## src/rtl/pwm_pkg.sv

```systemverilog
// pwm_pkg: shared constants and types for the multi-channel PWM generator.
//   NUM_CH_DEF / CNT_W_DEF / PRESC_W_DEF : default parameter values.
//   cnt_dir_e : counter direction, used only when PWM_CENTER_ALIGNED_EN
//               is defined (centre-aligned triangle counting).
package pwm_pkg;

  localparam int unsigned NUM_CH_DEF  = 16;
  localparam int unsigned CNT_W_DEF   = 8;
  localparam int unsigned PRESC_W_DEF = 8;

  typedef enum logic {
    CNT_UP   = 1'b0,
    CNT_DOWN = 1'b1
  } cnt_dir_e;

endpackage

```

## src/rtl/pwm_timebase.sv

```systemverilog
// pwm_timebase: prescaler, period counter and boundary generation.
//   clk, rst    : clock, asynchronous active-high reset
//   period      : counter terminal value, latched into prd_sh at each boundary
//   presc       : prescaler; one count tick every presc+1 clks
//   cnt         : current counter value
//   boundary    : combinational, high in the clk whose edge wraps the counter
//   period_tick : registered one-clk pulse, aligned with cnt returning to 0
// Optional: PWM_CENTER_ALIGNED_EN selects up/down (triangle) counting.
module pwm_timebase
  import pwm_pkg::*;
#(
  parameter int unsigned CNT_W   = CNT_W_DEF,
  parameter int unsigned PRESC_W = PRESC_W_DEF
) (
  input  logic               clk,
  input  logic               rst,
  input  logic [CNT_W-1:0]   period,
  input  logic [PRESC_W-1:0] presc,
  output logic [CNT_W-1:0]   cnt,
  output logic               boundary,
  output logic               period_tick
);

  localparam logic [CNT_W-1:0]   CNT_ONE   = CNT_W'(1);
  localparam logic [PRESC_W-1:0] PRESC_ONE = PRESC_W'(1);

  logic [PRESC_W-1:0] presc_cnt;
  logic               tick;
  logic [CNT_W-1:0]   prd_sh;

  // >= rather than == so that lowering presc below the running count
  // fires a tick on the next clk instead of waiting for a full wrap.
  assign tick = (presc_cnt >= presc);

  always_ff @(posedge clk or posedge rst) begin
    if (rst) begin
      presc_cnt <= '0;
    end else if (tick) begin
      presc_cnt <= '0;
    end else begin
      presc_cnt <= presc_cnt + PRESC_ONE;
    end
  end

`ifdef PWM_CENTER_ALIGNED_EN
  cnt_dir_e dir;

  // Boundary only on the downward step that lands on 0, so each period is
  // 2*prd_sh ticks. prd_sh = 0 never turns down and wraps every tick.
  always_comb begin
    boundary = 1'b0;
    if (tick) begin
      if (dir == CNT_DOWN) begin
        boundary = (cnt <= CNT_ONE);
      end else begin
        boundary = (prd_sh == '0);
      end
    end
  end

  always_ff @(posedge clk or posedge rst) begin
    if (rst) begin
      cnt         <= '0;
      dir         <= CNT_UP;
      prd_sh      <= '1;
      period_tick <= 1'b0;
    end else begin
      period_tick <= boundary;
      if (boundary) begin
        cnt    <= '0;
        dir    <= CNT_UP;
        prd_sh <= period;
      end else if (tick) begin
        if (dir == CNT_UP) begin
          if (cnt == prd_sh) begin
            dir <= CNT_DOWN;
            cnt <= cnt - CNT_ONE;
          end else begin
            cnt <= cnt + CNT_ONE;
          end
        end else begin
          cnt <= cnt - CNT_ONE;
        end
      end
    end
  end
`else
  always_comb begin
    boundary = tick && (cnt == prd_sh);
  end

  always_ff @(posedge clk or posedge rst) begin
    if (rst) begin
      cnt         <= '0;
      prd_sh      <= '1;
      period_tick <= 1'b0;
    end else begin
      period_tick <= boundary;
      if (boundary) begin
        cnt    <= '0;
        prd_sh <= period;
      end else if (tick) begin
        cnt <= cnt + CNT_ONE;
      end
    end
  end
`endif

endmodule

```

## src/rtl/pwm_multich.sv

```systemverilog
// pwm_multich: parametrised multi-channel PWM generator with double-buffered
// duty registers, programmable period and clock prescaler.
//   clk, rst    : clock, asynchronous active-high reset
//   wr_en       : one-clk duty write strobe
//   wr_sel      : channel index for the write (indices >= NUM_CH are ignored)
//   wr_duty     : duty value written into the active duty register
//   period      : counter terminal value (period = period+1 ticks)
//   presc       : prescaler (one tick every presc+1 clks)
//   out_en      : per-channel output enable
//   pwm_en      : per-channel PWM mode; 0 drives a static high when enabled
//   out         : registered channel outputs
//   period_tick : one-clk pulse on counter wrap
// Optional: PWM_CENTER_ALIGNED_EN selects centre-aligned (triangle) counting.
module pwm_multich
  import pwm_pkg::*;
#(
  parameter  int unsigned NUM_CH  = NUM_CH_DEF,
  parameter  int unsigned CNT_W   = CNT_W_DEF,
  parameter  int unsigned PRESC_W = PRESC_W_DEF,
  localparam int unsigned SEL_W   = (NUM_CH > 1) ? $clog2(NUM_CH) : 1
) (
  input  logic               clk,
  input  logic               rst,
  input  logic               wr_en,
  input  logic [SEL_W-1:0]   wr_sel,
  input  logic [CNT_W-1:0]   wr_duty,
  input  logic [CNT_W-1:0]   period,
  input  logic [PRESC_W-1:0] presc,
  input  logic [NUM_CH-1:0]  out_en,
  input  logic [NUM_CH-1:0]  pwm_en,
  output logic [NUM_CH-1:0]  out,
  output logic               period_tick
);

  logic [CNT_W-1:0] cnt;
  logic             boundary;
  logic [CNT_W-1:0] duty_act [NUM_CH];
  logic [CNT_W-1:0] duty_sh  [NUM_CH];

  pwm_timebase #(
    .CNT_W   (CNT_W),
    .PRESC_W (PRESC_W)
  ) u_timebase (
    .clk         (clk),
    .rst         (rst),
    .period      (period),
    .presc       (presc),
    .cnt         (cnt),
    .boundary    (boundary),
    .period_tick (period_tick)
  );

  // Matching by loop keeps out-of-range wr_sel from indexing past the array.
  always_ff @(posedge clk or posedge rst) begin
    if (rst) begin
      for (int unsigned i = 0; i < NUM_CH; i++) begin
        duty_act[i] <= '0;
      end
    end else if (wr_en) begin
      for (int unsigned i = 0; i < NUM_CH; i++) begin
        if (wr_sel == SEL_W'(i)) begin
          duty_act[i] <= wr_duty;
        end
      end
    end
  end

  // Shadows sample duty_act before this edge's write, so a write coinciding
  // with the boundary waits for the following boundary.
  always_ff @(posedge clk or posedge rst) begin
    if (rst) begin
      for (int unsigned i = 0; i < NUM_CH; i++) begin
        duty_sh[i] <= '0;
      end
    end else if (boundary) begin
      for (int unsigned i = 0; i < NUM_CH; i++) begin
        duty_sh[i] <= duty_act[i];
      end
    end
  end

  always_ff @(posedge clk or posedge rst) begin
    if (rst) begin
      out <= '0;
    end else begin
      for (int unsigned i = 0; i < NUM_CH; i++) begin
        out[i] <= out_en[i] & (pwm_en[i] ? (cnt < duty_sh[i]) : 1'b1);
      end
    end
  end

endmodule

```

## config.mk

```make
export PLATFORM = sky130hd
export DESIGN_NAME = pwm_multich
export DESIGN_NICKNAME = d
export VERILOG_FILES = /design/src/rtl/pwm_pkg.sv /design/src/rtl/pwm_timebase.sv /design/src/rtl/pwm_multich.sv
export SDC_FILE = /design/constraint.sdc
export NUM_CORES = 1
export LEC_CHECK = 0
export CAP_MARGIN = 40
export CORE_MARGIN = 2
export CORE_UTILIZATION = 60
export DETAILED_ROUTE_END_ITERATION = 8
export PLACE_DENSITY = 0.8
export SYNTH_ARGS = -nofsm -noshare
export SYNTH_HDL_FRONTEND = slang
export SYNTH_SLANG_ARGS = --single-unit
```

## constraint.sdc

```tcl
create_clock -name clk -period 20.6 [get_ports clk]
set_input_delay 6.18 -clock clk [delete_from_list [all_inputs] [get_ports clk]]
set_output_delay 6.18 -clock clk [all_outputs]
set_load 0.05 [all_outputs]
```

* Word level (Yosys, flattened, before mapping)
Index checks and enable logic that the tools add are counted.
Storage, ports and cells: register bits 297, logic and storage cells 126
Cells by class: multiplexer cells 19, add/subtract/negate cells 2, order comparisons 17, eq/ne operators 16, reductions and logical operators 19, bitwise logic cells 16
Operators by type and width (count):
- less-than comparator 8 bit | 16
- == test 4 bit, second input constant | 8
- AND reduction 2 bit | 16
- two-way mux 8 bit | 3
- adder 8 x 1 -> 8 bit, second input constant | 2
- bitwise AND 1 bit | 16
- == test 4 x 3 -> 1 bit, second input constant | 4
- two-way mux 1 bit | 16
- == test 4 x 2 -> 1 bit, second input constant | 2
- == test 8 bit | 1
- >= comparator 8 bit | 1
- == test 4 x 1 -> 1 bit, second input constant | 1
- logical NOT 4 bit | 1
- nonzero test 2 bit | 1
- logical AND 1 bit | 1

* Longest topological paths before layout
Gate-level depths: netlist (run 1).
depth after elaboration 3, gate-level depth with buffers 9

* By module
A second synthesis (run 1) with hierarchy kept.
Second synthesis, totals: cells, all modules 1221, area total of the unflattened synthesis 14031.0 sq um
Modules (own cells, without submodules):
- pwm_multich | times used 1, area each 12583.3 sq um, cells each 1091
- pwm_timebase | times used 1, area each 1447.6 sq um, cells each 130

* Worst setup path before layout (run 1)
OpenSTA, ideal clock, no wires.
path type input port to flip-flop, from input port presc[2], to register duty_sh[100] in the netlist's numbering, cell stages on the path 9, setup time 127 ps, data required time 20473 ps, setup slack 12624 ps, data arrival time 7849 ps, cells stage by stage inv_1 -> ha_1 -> a211o_1 -> a31oi_1 -> o311a_2 -> nor2_4 -> buf_8 -> buf_8 -> mux2_1
Between the ends: longest elaborated chain between the ends 2
RTL lines:
- start, declared | RTL line pwm_multich.sv:28 | input logic [PRESC_W-1:0] presc,
- >= comparator 8 bit | RTL line pwm_timebase.sv:33 | assign tick = (presc_cnt >= presc);
- logical AND 1 bit | RTL line pwm_timebase.sv:89 | boundary = tick && (cnt == prd_sh);
- end signal, assigned by index | RTL line pwm_multich.sv:77 | duty_sh[i] <= duty_act[i];
- end, declared | RTL line pwm_multich.sv:38 | logic [CNT_W-1:0] duty_sh [NUM_CH];
No other way between the ends. A chain may end at the register's enable or synchronous reset.

* Final worst setup path (run 1)
from input port presc[2], to register duty_sh[22] in the netlist's numbering
The elaborated chain is that of the path after synthesis.

==> results of run 1 <==
through the flow:
stage               util [%]  instances
finish                  70.4       1536
global route            70.4       1536
CTS                     70.4       1536
detailed placement      66.1       1480
global placement        65.3       1469
floorplan                  -       1095
how the worst min path moves through the flow:
stage                      start            to  slack, ps  cells past startpoint
finish               duty_sh[55]   duty_sh[55]        480                      1
global route        duty_act[29]   duty_sh[29]        500                      1
CTS                 duty_act[28]   duty_sh[28]        490                      1
detailed placement  duty_act[55]   duty_sh[55]        470                      1
global placement    duty_act[61]   duty_sh[61]        460                      1
floorplan           duty_sh[100]  duty_sh[100]        460                      1
sequential cells by signal, summed over array words and instances (netlist names):
register	count
duty_act	128
duty_sh	128
out	16
u_timebase.cnt	8
u_timebase.prd_sh	8
u_timebase.presc_cnt	8
u_timebase.period_tick	1
power breakdown:
| group | leakage, nW | internal, mW | switching, mW | total, mW |
|---|---|---|---|---|
| Combinational | 3.43 | 0.269 | 0.259 | 0.528 |
| Clock | 0.499 | 0.322 | 0.219 | 0.541 |
| Sequential | 3.85 | 0.714 | 0.0799 | 0.794 |
| Total | 7.79 | 1.30 | 0.558 | 1.86 |
metal layers:
metal	vias to the layer above	wire length, µm	track usage, %
met2	129	13800	40.7
met4	0	571	5.06
met1	4334	12500	30.8
met3	44	915	2.75
met5	-	0	0
li1	4026	-	-
area by class of cell:
| type | count | share of cell area (%) |
|---|---|---|
| multi-input cells | 644 | 37.3 |
| flip-flops and latches | 297 | 45.0 |
| well taps | 319 | 2.42 |
| inverters | 122 | 2.82 |
| repair buffers | 98 | 6.37 |
| clock buffers | 45 | 5.38 |
| clock inverters | 11 | 0.659 |
logic make-up after synthesis:
| family | after synthesis | synth area share [%] |
|---|---|---|
| xor+xnor | 14 | 0.855 |
| flops | 297 | 51.9 |
| compound gates | 134 | 6.55 |
| buf+inv | 154 | 5.15 |
| mux | 265 | 20.8 |
| fa+ha+maj | 122 | 10.6 |
| simple gates | 109 | 4.13 |
cell usage in the layout (no fill, tap or decap), types with 13 or more instances in the layout:
| master | Yosys | routed |
|---|---|---|
| ha_1 | 122 | 122 |
| a21boi_0 | 16 | 16 |
| o21ai_0 | 22 | 22 |
| dfrtp_1 | 289 | 289 |
| mux2_1 | 109 | 109 |
| nand2b_1 | 22 | 22 |
| xor2_1 | 13 | 13 |
| nand2_1 | 23 | 23 |
| clkdlybuf4s50_1 | 0 | 79 |
| a221o_1 | 16 | 16 |
| nor2_1 | 20 | 20 |
| a21o_1 | 18 | 18 |
| and3_1 | 18 | 18 |
| mux2_2 | 156 | 156 |
| a31o_2 | 16 | 16 |
| a21oi_1 | 34 | 34 |
| clkbuf_16 | 0 | 31 |
| inv_1 | 122 | 121 |
==> flow_summary.json, run 1 <==
{
  "status": "complete, no violations",
  "crit_fanout": 59,
  "track_usage_pct": 23.1,
  "powerDensity_nw_per_um2": 113,
  "die_y_um": 159,
  "grt_max_degree": 153,
  "grt_first_pass_wirelength_um": 45100,
  "leakage_nw": 7.79,
  "clk_root_buffer_cell": "clkbuf_16",
  "power_mw": 1.86,
  "synth_top_area_share_pct": 50.4,
  "hold-worst-slack_ps": 482,
  "vias": 8533,
  "grt_pass1_vias": 8778,
  "synth_edf_count": 0,
  "setup_viol": 0,
  "finalClockSkew_ps": 16.8,
  "setup_ws_ps": 11350,
  "synth_cell_types": 39,
  "synthArstFlopShare_pct": 100,
  "tritoncts": "built",
  "antenna_found_initial": 0,
  "port_buffers": 79,
  "regArea_um2": 7440,
  "tightest_slew_ps": 896,
  "yosysWarnings": 0,
  "cts_buffer_depth": 3,
  "ys_seq_elements": 297,
  "die_x_um": 159,
  "period_needed_ps": 9250,
  "drive_above_1_share_pct": 21.0,
  "hpwl_um": 18300,
  "rr_worst_depth": 8,
  "syn_avg_cell_area_um2": 13.1,
  "cp.required_ps": 21030,
  "cp_top_family": "buffers and inverters",
  "clkTransAtPathRegs_ps": 60,
  "netlist_top_cells_count": "dfrtp_1 (289), mux2_2 (156), ha_1 (122), inv_1 (122), mux2_1 (109)",
  "max-slew-margin-rel_pct": 40.1,
  "crit_type": "input pin to flip-flop",
  "drc_errors": 0,
  "wl_um": 27700,
  "cts_hold_buf": 0,
  "rows": 56,
  "post_dp_cell_area_um2": 15500,
  "synth_nets": 1280,
  "peakVddDrop_mv": 0.105,
  "cp_common_cell": "buf_4",
  "area_delta_synth_final_pct": 15.2,
  "reg2reg_from": "u_timebase.cnt[0]",
  "drv_slew": 0,
  "num_io_pins": 80,
  "grt_overflow": 0,
  "vias_per_cell": 5.56,
  "clock-sinks": 297,
  "antenna_left": 0,
  "final-hold-violation-count": 0,
  "cp.arrival_ps": 9680,
  "nets": 1379,
  "hp-class": "flip-flop to flip-flop",
  "synth_top_area_cell": "dfrtp_1",
  "rsz0062_at_grt": "false",
  "clkLatencyLatePin_ps": 550,
  "place.gp.congestion": 0.774,
  "diodes": 0,
  "crit_path_start_kind": "input pin",
  "firstDrtPassIters": 4,
  "fin_area_um2": 16500,
  "path_cells": "clkdlybuf4s50_1 -> inv_1 -> ha_1 -> a211o_1 -> a31oi_1 -> o311a_2 -> nor2_4 -> buf_4 -> buf_4 -> buf_16 -> mux2_2",
  "place_ws_ps": 10790,
  "start_util_pct": 61.1,
  "drt_iter0_drc": 441,
  "finalSetupTns_ps": 0,
  "ys_seq_area_share_pct": 51.9,
  "maxCapViolations": 0,
  "fin_crit_sh_pct": 44.9,
  "r2r-end": "duty_sh[22]",
  "die-area_um2": 25200,
  "synth_most_common_cell": "dfrtp_1",
  "critPathMaxStageDelay_ps": 630,
  "reg2reg_slack_ps": 16780,
  "wl_per_cell_um": 18.1,
  "netlist_area_um2": 14300,
  "ctsResizeCount": 0,
  "crit_end": "duty_sh[22]",
  "worst-path-stages": 11,
  "timing.fmax_ghz": 0.108,
  "syn_inst": 1095,
  "multiInputGateArea_um2": 6170,
  "nFillCells": 1610,
  "crit_start": "presc[2]",
  "critPathSlowestCell": "buf_4",
  "synth_area_leaders": "dfrtp_1 (50%), mux2_2 (12%), ha_1 (11%)",
  "synthFlopType": "dfrtp_1",
  "worstSetupEndpointType": "flip-flop",
  "postCtsSetupRepairBufs": 0,
  "htreeDepth": 1,
  "core-area_um2": 23500,
  "timing.critical_path.buf_inv": 5,
  "numCtsBuffers": 31
}
Note: power is estimated with default switching activity, not from simulation.
==> inputs of run 2 (changes only) <==
clock period = 9.25 ns   (was 20.6 ns; I/O delays follow)
==> flow_summary.json, run 2 (synthesized netlist as in run 1, its figures left out) <==
{
  "status": "complete, no violations",
  "rows": 56,
  "leakage_nw": 7.82,
  "cts_hold_buf": 0,
  "drive_above_1_share_pct": 21.1,
  "clkLatencyLatePin_ps": 500,
  "cp_common_cell": "buf_4",
  "cp.arrival_ps": 5920,
  "r2r-end": "duty_sh[20]",
  "multiInputGateArea_um2": 6170,
  "finalClockSkew_ps": 12.0,
  "track_usage_pct": 23.1,
  "die_y_um": 159,
  "start_util_pct": 61.1,
  "drc_errors": 0,
  "die-area_um2": 25200,
  "period_needed_ps": 5540,
  "numCtsBuffers": 34,
  "rr_worst_depth": 7,
  "final_cell_mix": "dfrtp_1 (289), mux2_2 (156), ha_1 (122)",
  "reg2reg_from": "u_timebase.cnt[0]",
  "num_io_pins": 80,
  "hp-class": "flip-flop to flip-flop",
  "clk_root_buffer_cell": "clkbuf_16",
  "antenna_left": 0,
  "crit_path_start_kind": "input pin",
  "wl_um": 28000,
  "worstSetupEndpointType": "flip-flop",
  "nets": 1383,
  "clock-sinks": 297,
  "largestRegisters": "duty_act: 128 flops, duty_sh: 128 flops, out: 16 flops",
  "regArea_um2": 7440,
  "maxCapViolations": 0,
  "place.gp.congestion": 0.742,
  "cp.required_ps": 9630,
  "layout_commonest_cell": "dfrtp_1",
  "vias_per_cell": 5.63,
  "clkPwrFrac_pct": 30.6,
  "post_dp_cell_area_um2": 15500,
  "port_buffers": 79,
  "switching_share_pct": 29.4,
  "critPathSlowestCell": "buf_4",
  "peakVddDrop_mv": 0.173,
  "path_cells": "clkdlybuf4s50_1 -> inv_1 -> ha_1 -> a211o_1 -> a31oi_1 -> o311a_2 -> nor2_4 -> buf_4 -> buf_4 -> mux2_2",
  "final-hold-violation-count": 0,
  "drv_slew": 0,
  "crit_end": "duty_sh[20]",
  "antenna_found_initial": 0,
  "hold-worst-slack_ps": 481,
  "combPwrFrac_pct": 27.8,
  "reg2reg_slack_ps": 5840,
  "grt_max_degree": 132,
  "die_x_um": 159,
  "wl_per_cell_um": 18.2,
  "nFillCells": 1591,
  "htreeDepth": 2,
  "ctsResizeCount": 0,
  "vias": 8651,
  "crit_type": "input pin to flip-flop",
  "postCtsSetupRepairBufs": 0,
  "setup_viol": 0,
  "timing.fmax_ghz": 0.180,
  "crit_start": "presc[2]",
  "tightest_slew_ps": 862,
  "max-slew-margin-rel_pct": 42.3,
  "tritoncts": "built",
  "grt_first_pass_wirelength_um": 44900,
  "diodes": 0,
  "firstDrtPassIters": 4,
  "clkTransAtPathRegs_ps": 60,
  "area_delta_synth_final_pct": 15.7,
  "crit_fanout": 51,
  "finalSetupTns_ps": 0,
  "powerDensity_nw_per_um2": 255,
  "hpwl_um": 18500,
  "intPower_mw": 2.99,
  "power.switching_mw": 1.24,
  "grt_pass1_vias": 8866,
  "cts_buffer_depth": 3,
  "drt_iter0_drc": 371,
  "rsz0062_at_grt": "false",
  "critPathMaxStageDelay_ps": 560,
  "seq_power_share_pct": 41.6,
  "grt_overflow": 0,
  "fin_area_um2": 16600,
  "core-area_um2": 23500,
  "fin_crit_sh_pct": 59.9
}
-- run 2: cell types whose count changed in the layout (fill, tap and decap cells not counted) --
cell	delta
clkbuf_16	+6
clkinvlp_4	+2
clkinv_2	-5
inv_8	-1
inv_6	-1
buf_8	-2
buf_4	+3
bufinv_16	-1
-- run 2: worst min path at each step --
stage,start,end,slack (ps),cells after the start
2_1_floorplan,duty_sh[100],duty_sh[100],460,1
3_3_place_gp,duty_act[27],duty_sh[27],460,1
3_5_place_dp,duty_act[72],duty_sh[72],470,1
4_1_cts,duty_act[72],duty_sh[72],490,1
5_1_grt,duty_act[25],duty_sh[25],500,1
6_report,duty_sh[55],duty_sh[55],480,1
-- run 2: final cells by class --
class,count,share of cell area [%]
Clock buffer,51,6.25
Multi-Input combinational cell,644,37.1
Tap cell,319,2.40
Sequential cell,297,44.8
Inverter,122,2.78
Clock inverter,5,0.316
Timing Repair Buffer,99,6.29
-- run 2: metrics by stage --
step | setup slack, ps | std cells | utilization (%) | power [mW]
after floorplan | 2540 | 1095 | - | 2.60
after global placement | 3240 | 1472 | 65.4 | 2.87
after detailed placement | 3180 | 1481 | 66.1 | 2.96
after CTS | 3700 | 1537 | 70.7 | 4.28
after global routing | 3540 | 1537 | 70.7 | 4.49
final | 3710 | 1537 | 70.7 | 4.23
-- run 2: metal layers --
metal / track usage [%] / up-vias / routed length (µm)
met4: 6.61 / 0 / 512
met2: 40.2 / 138 / 14100
li1: - / 4040 / -
met3: 3.24 / 37 / 1060
met1: 30.3 / 4436 / 12300
met5: 0 / - / 0
-- run 2: critical path: cells and delay by family --
family / cells / cell delay (ps)
muxes: 1 / 390
adders and majority gates: 1 / 290
buffers and inverters: 4 / 1550
and+or+nand+nor: 1 / 150
AOI/OAI and AO/OA: 3 / 710
-- run 2: power by group through the flow --
stage / logic (mW) / clock network [mW] / registers, mW
2_1_floorplan: 0.756 / 0 / 1.85
3_3_place_gp: 1.09 / 0 / 1.78
3_5_place_dp: 1.18 / 0 / 1.78
4_1_cts: 1.19 / 1.32 / 1.76
5_1_grt: 1.32 / 1.38 / 1.80
6_report: 1.17 / 1.30 / 1.76
==> inputs of run 3 (changes only) <==
clock period = 5.2 ns   (was 9.25 ns; I/O delays follow)
==> flow_summary.json, run 3 (synthesized netlist as in run 1, its figures left out) <==
{
  "power.switching_mw": 2.17,
  "vias": 8509,
  "multiInputGateArea_um2": 6170,
  "fin_crit_sh_pct": 74.7,
  "tritoncts": "built",
  "antenna_found_initial": 0,
  "htreeDepth": 1,
  "area_delta_synth_final_pct": 15.2,
  "port_buffers": 79,
  "finalSetupTns_ps": 0,
  "core-area_um2": 23500,
  "clkTransAtPathRegs_ps": 60,
  "wl_um": 26900,
  "start_util_pct": 61.1,
  "powerDensity_nw_per_um2": 447,
  "crit_fanout": 57,
  "cts_hold_buf": 0,
  "track_usage_pct": 22.3,
  "layout_commonest_cell": "dfrtp_1",
  "grt_first_pass_wirelength_um": 44000,
  "drv_slew": 0,
  "clkPwrFrac_pct": 29.9,
  "clock-sinks": 297,
  "seq_power_share_pct": 41.9,
  "die-area_um2": 25200,
  "finalClockSkew_ps": 11.2,
  "hold-worst-slack_ps": 483,
  "leakage_nw": 7.79,
  "cp.required_ps": 5630,
  "final_cell_mix": "dfrtp_1 (289), mux2_2 (156), ha_1 (122)",
  "wl_per_cell_um": 17.5,
  "num_io_pins": 80,
  "drt_iter0_drc": 373,
  "ctsResizeCount": 0,
  "intPower_mw": 5.22,
  "tightest_slew_ps": 878,
  "die_y_um": 159,
  "crit_path_start_kind": "input pin",
  "hpwl_um": 17800,
  "clkLatencyLatePin_ps": 540,
  "largestRegisters": "duty_act: 128 flops, duty_sh: 128 flops, out: 16 flops",
  "switching_share_pct": 29.3,
  "postCtsSetupRepairBufs": 0,
  "crit_type": "input pin to flip-flop",
  "grt_overflow": 0,
  "clk_root_buffer_cell": "clkbuf_16",
  "nets": 1378,
  "drive_above_1_share_pct": 21.1,
  "firstDrtPassIters": 4,
  "nFillCells": 1605,
  "period_needed_ps": 3880,
  "die_x_um": 159,
  "maxCapViolations": 0,
  "peakVddDrop_mv": 0.324,
  "final-hold-violation-count": 0,
  "cts_buffer_depth": 3,
  "drc_errors": 0,
  "grt_pass1_vias": 8644,
  "antenna_left": 0,
  "diodes": 0,
  "status": "complete, no violations",
  "setup_viol": 0,
  "place.gp.congestion": 0.766,
  "regArea_um2": 7440,
  "rsz0062_at_grt": "false",
  "worstSetupEndpointType": "flip-flop",
  "cp.arrival_ps": 4310,
  "max-slew-margin-rel_pct": 41.3,
  "numCtsBuffers": 30,
  "hp-class": "flip-flop to flip-flop",
  "vias_per_cell": 5.54,
  "rows": 56,
  "combPwrFrac_pct": 28.2,
  "grt_max_degree": 79,
  "timing.fmax_ghz": 0.258
}
run 3: path summary, 6_finish.rpt:
check | startpoint | endpoint | slack (ps) | cells past startpoint
max | presc[2] | duty_sh[24] | 1320 | 9
min | duty_sh[60] | duty_sh[60] | 480 | 1
max reg2reg | u_timebase.cnt[0] | duty_sh[24] | 2260 | 6
min reg2reg | duty_sh[60] | duty_sh[60] | 480 | 1
max in group asynchronous | rst | out[6] | 2780 | 3
min in group asynchronous | rst | out[10] | 1440 | 2
run 3: critical path, stage by stage:
cell and delay [ps]:
clkdlybuf4s50_1 450, inv_1 40, ha_1 290, a211o_1 130, a31oi_1 50, o311a_2 530, nor2_4 470, buf_12 360
mux2_2 380
run 3: power groups by stage:
stage	logic, mW	clock network [mW]	registers, mW
2_1_floorplan	1.34	0	3.28
3_3_place_gp	1.99	0	3.11
3_5_place_dp	2.09	0	3.14
4_1_cts	2.12	2.24	3.10
5_1_grt	2.35	2.35	3.16
6_report	2.08	2.21	3.10
run 3: cell type report:
class | instances | share of cell area, %
flip-flops and latches | 297 | 45.0
multi-input cells | 644 | 37.3
well taps | 319 | 2.41
clock inverters | 10 | 0.757
inverters | 122 | 2.79
repair buffers | 98 | 6.19
clock buffers | 46 | 5.52
run 3: routing by layer:
layer / global-route usage, % / vias to the layer above / wire [µm]
li1: - / 4040 / -
met1: 30.8 / 4298 / 12300
met2: 38.0 / 131 / 13100
met3: 2.89 / 40 / 1000
met4: 5.32 / 0 / 512
met5: 0 / - / 0
run 3: stage by stage:
| step | util (%) | total power [mW] | instances | setup WS [ps] | area [µm²] |
|---|---|---|---|---|---|
| 5_1_grt | 70.4 | 7.86 | 1536 | 1210 | 16500 |
| 2_1_floorplan | - | 4.63 | 1095 | -299 | 14400 |
| 4_1_cts | 70.4 | 7.46 | 1536 | 1330 | 16500 |
| 6_report | 70.4 | 7.39 | 1536 | 1320 | 16500 |
| 3_3_place_gp | 65.7 | 5.11 | 1475 | 804 | 15400 |
| 3_5_place_dp | 66.0 | 5.23 | 1480 | 766 | 15500 |
==> RTL change: new RTL, settings of run 1 <==
`CNT_W_DEF`: 8 -> 6.
--- a/src/rtl/pwm_pkg.sv
+++ b/src/rtl/pwm_pkg.sv
@@ -5,7 +5,7 @@
 package pwm_pkg;
 
   localparam int unsigned NUM_CH_DEF  = 16;
-  localparam int unsigned CNT_W_DEF   = 8;
+  localparam int unsigned CNT_W_DEF   = 6;
   localparam int unsigned PRESC_W_DEF = 8;
 
   typedef enum logic {
Ports: changed (resized period and wr_duty); port bits go from 80 to 76. The function was not compared with the original's and may differ.
==> RTL change against run 1 <==
Count of clock-buffer cells in the layout is 8 lower; setup slack lost 0.036 ns; die area fell by 23%; area after synthesis shrank 23%; sequential cell count fell by 68; wire length fell by 14%; worst hold slack better by 0.0056 ns; via count down 13%; cell count fell by 18%; global-route usage increased by 2.0 points; cell area is 23% lower.
Power is not compared: it rests on default switching activity, and its combinational part moved more than twofold at a synthesized area within 25%.
==> RTL change: results (changes against run 1) <==
worst r2r path cells=9 (+1); slowest library cell on the worst path=buf_4; headroom to the max-slew limit=38.68% (-1.4 points); Worst EP required=20.99 ns (-0.04 ns); Final nets=1165 (-16%); dpl ws=10.84 ns (+0.05260 ns); Root Driver=clkbuf_16; Critical Path End=duty_sh[54]; Yosys warnings=0 (unchanged); initial antenna violation count=0 (unchanged); Final Wtd Congestion=0.7858 (+1.5%); Skew-Pair Late Insertion Delay=0.51 ns (-0.04 ns); CTS buffer count=24 (-23%); Fin Clk Skew=0.006710 ns (-0.01006 ns); Fin Hold WS=0.4876 ns (+0.005618 ns); Net Count, Synth=1091 (-15%); vias in the first global route=7625 (-13%); DRT iter0 DRCs=513 (+16%); Final Cycle Share=45.09% (+0.17 points); leak pwr=6.169 nW; synth unique cells=40 (+2.6%); router iterations before antenna repair=4 (unchanged); largest net degree at the start of global routing=101 (-34%); Max IR drop VDD=0.06582 mV; Seq/Total Area, Yosys=52.17% (+0.30 points); Area after DPL=0.01197 mm^2 (-23%); DR vias=7446 (-13%); CP peak stage delay=0.68 ns (+0.05 ns); WHS Path Cells=1 (unchanged); biggest regs=duty_act x96, duty_sh x96, out x16; detailed-route wire length per cell=19.00 um (+5.2%); layout cells sized above 1=13.06% (-8.0 points); maximum clock path buffer count=3 (unchanged); H-tree levels=1 (unchanged); clock slew at reported path FFs=0.06 ns (about the same); IO buf count=75 (-5.1%); Hold Crit Class=flop to flop; status=complete, no violations; R2R setup slack=16.98 ns (+0.20 ns); critical-path maximum fanout=53 (-10%); synth top area cells=dfrtp_1 (51%), ha_1 (10%), mux2_1 (5.5%), o21ai_1 (4.5%), mux2_2 (4.4%); Worst Hold Endpoint=duty_act[53]; # Post-CTS Setup Buffers=0 (unchanged); CP Launch Point=presc[2]; overall routing resource usage=25.11% (+2.0 points); Commonest cells post-synth=dfrtp_1 (223), o21ai_1 (98), ha_1 (90), inv_1 (89), nand3_1 (88); Worst R2R Start=u_timebase.presc_cnt[0]; ant diodes=0 (unchanged); DP Wirelength=14.37 mm (-21%); main flop type after synthesis=dfrtp_1; first-pass GRT wire length=39.12 mm (-13%); Hold Startpoint=duty_act[53]
==> RTL change: worst max-delay path: cells and delay by family <==
family	cells	cell delay, ns
AOI/OAI and AO/OA	3	0.53
adders and majority gates	1	0.30
buffers and inverters	4	1.55
muxes	1	0.35
and+or+nand+nor	1	0.67
==> RTL change: final cells by class <==
| cell class | count | area, um^2 |
|---|---|---|
| multi-input combinational | 580 | 4686 |
| clock inverter | 7 | 60.06 |
| tap | 229 | 286.5 |
| fill | 1233 | 5167 |
| clock buffer | 37 | 770.7 |
| inverter | 89 | 341.6 |
| sequential | 229 | 5738 |
| timing repair buffer | 92 | 913.4 |
==> RTL change: per-layer routing <==
layer	part of all wire, %	vias up	track usage [%]
met4	2.6	0	8.400
met5	0	-	0
met2	49	230	41.98
li1	-	3424	-
met1	43	3742	34.61
met3	5.5	50	2.822
==> RTL change: kinds of logic (layout without fill, tap and decap cells) <==
family          count (synthesis)  after routing  synth area share, %
simple gates                  168            168                7.645
buf+inv                       133            225                5.301
flops                         229            229                52.17
compound gates                191            191                10.75
xor+xnor                       12             12               0.9556
fa+ha+maj                      90             90                10.24
mux                           119            119                12.94
==> RTL change: power by group through the flow <==
stage | Sequential (W) | Clock, W | Combinational, W
floorplan | 0.000554 | 0 | 0.000134
global placement | 0.000544 | 0 | 0.000213
detailed placement | 0.000547 | 0 | 0.000223
CTS | 0.000540 | 0.000447 | 0.000225
global route | 0.000547 | 0.000464 | 0.000246
finish | 0.000540 | 0.000440 | 0.000224
==> RTL change: per-stage QoR <==
step | std cells | power, W
after detailed placement | 1219 | 0.0007702
after floorplan | 942 | 0.0006877
after CTS | 1263 | 0.001212
after global placement | 1215 | 0.0007568
after global routing | 1263 | 0.001257
final | 1263 | 0.001205
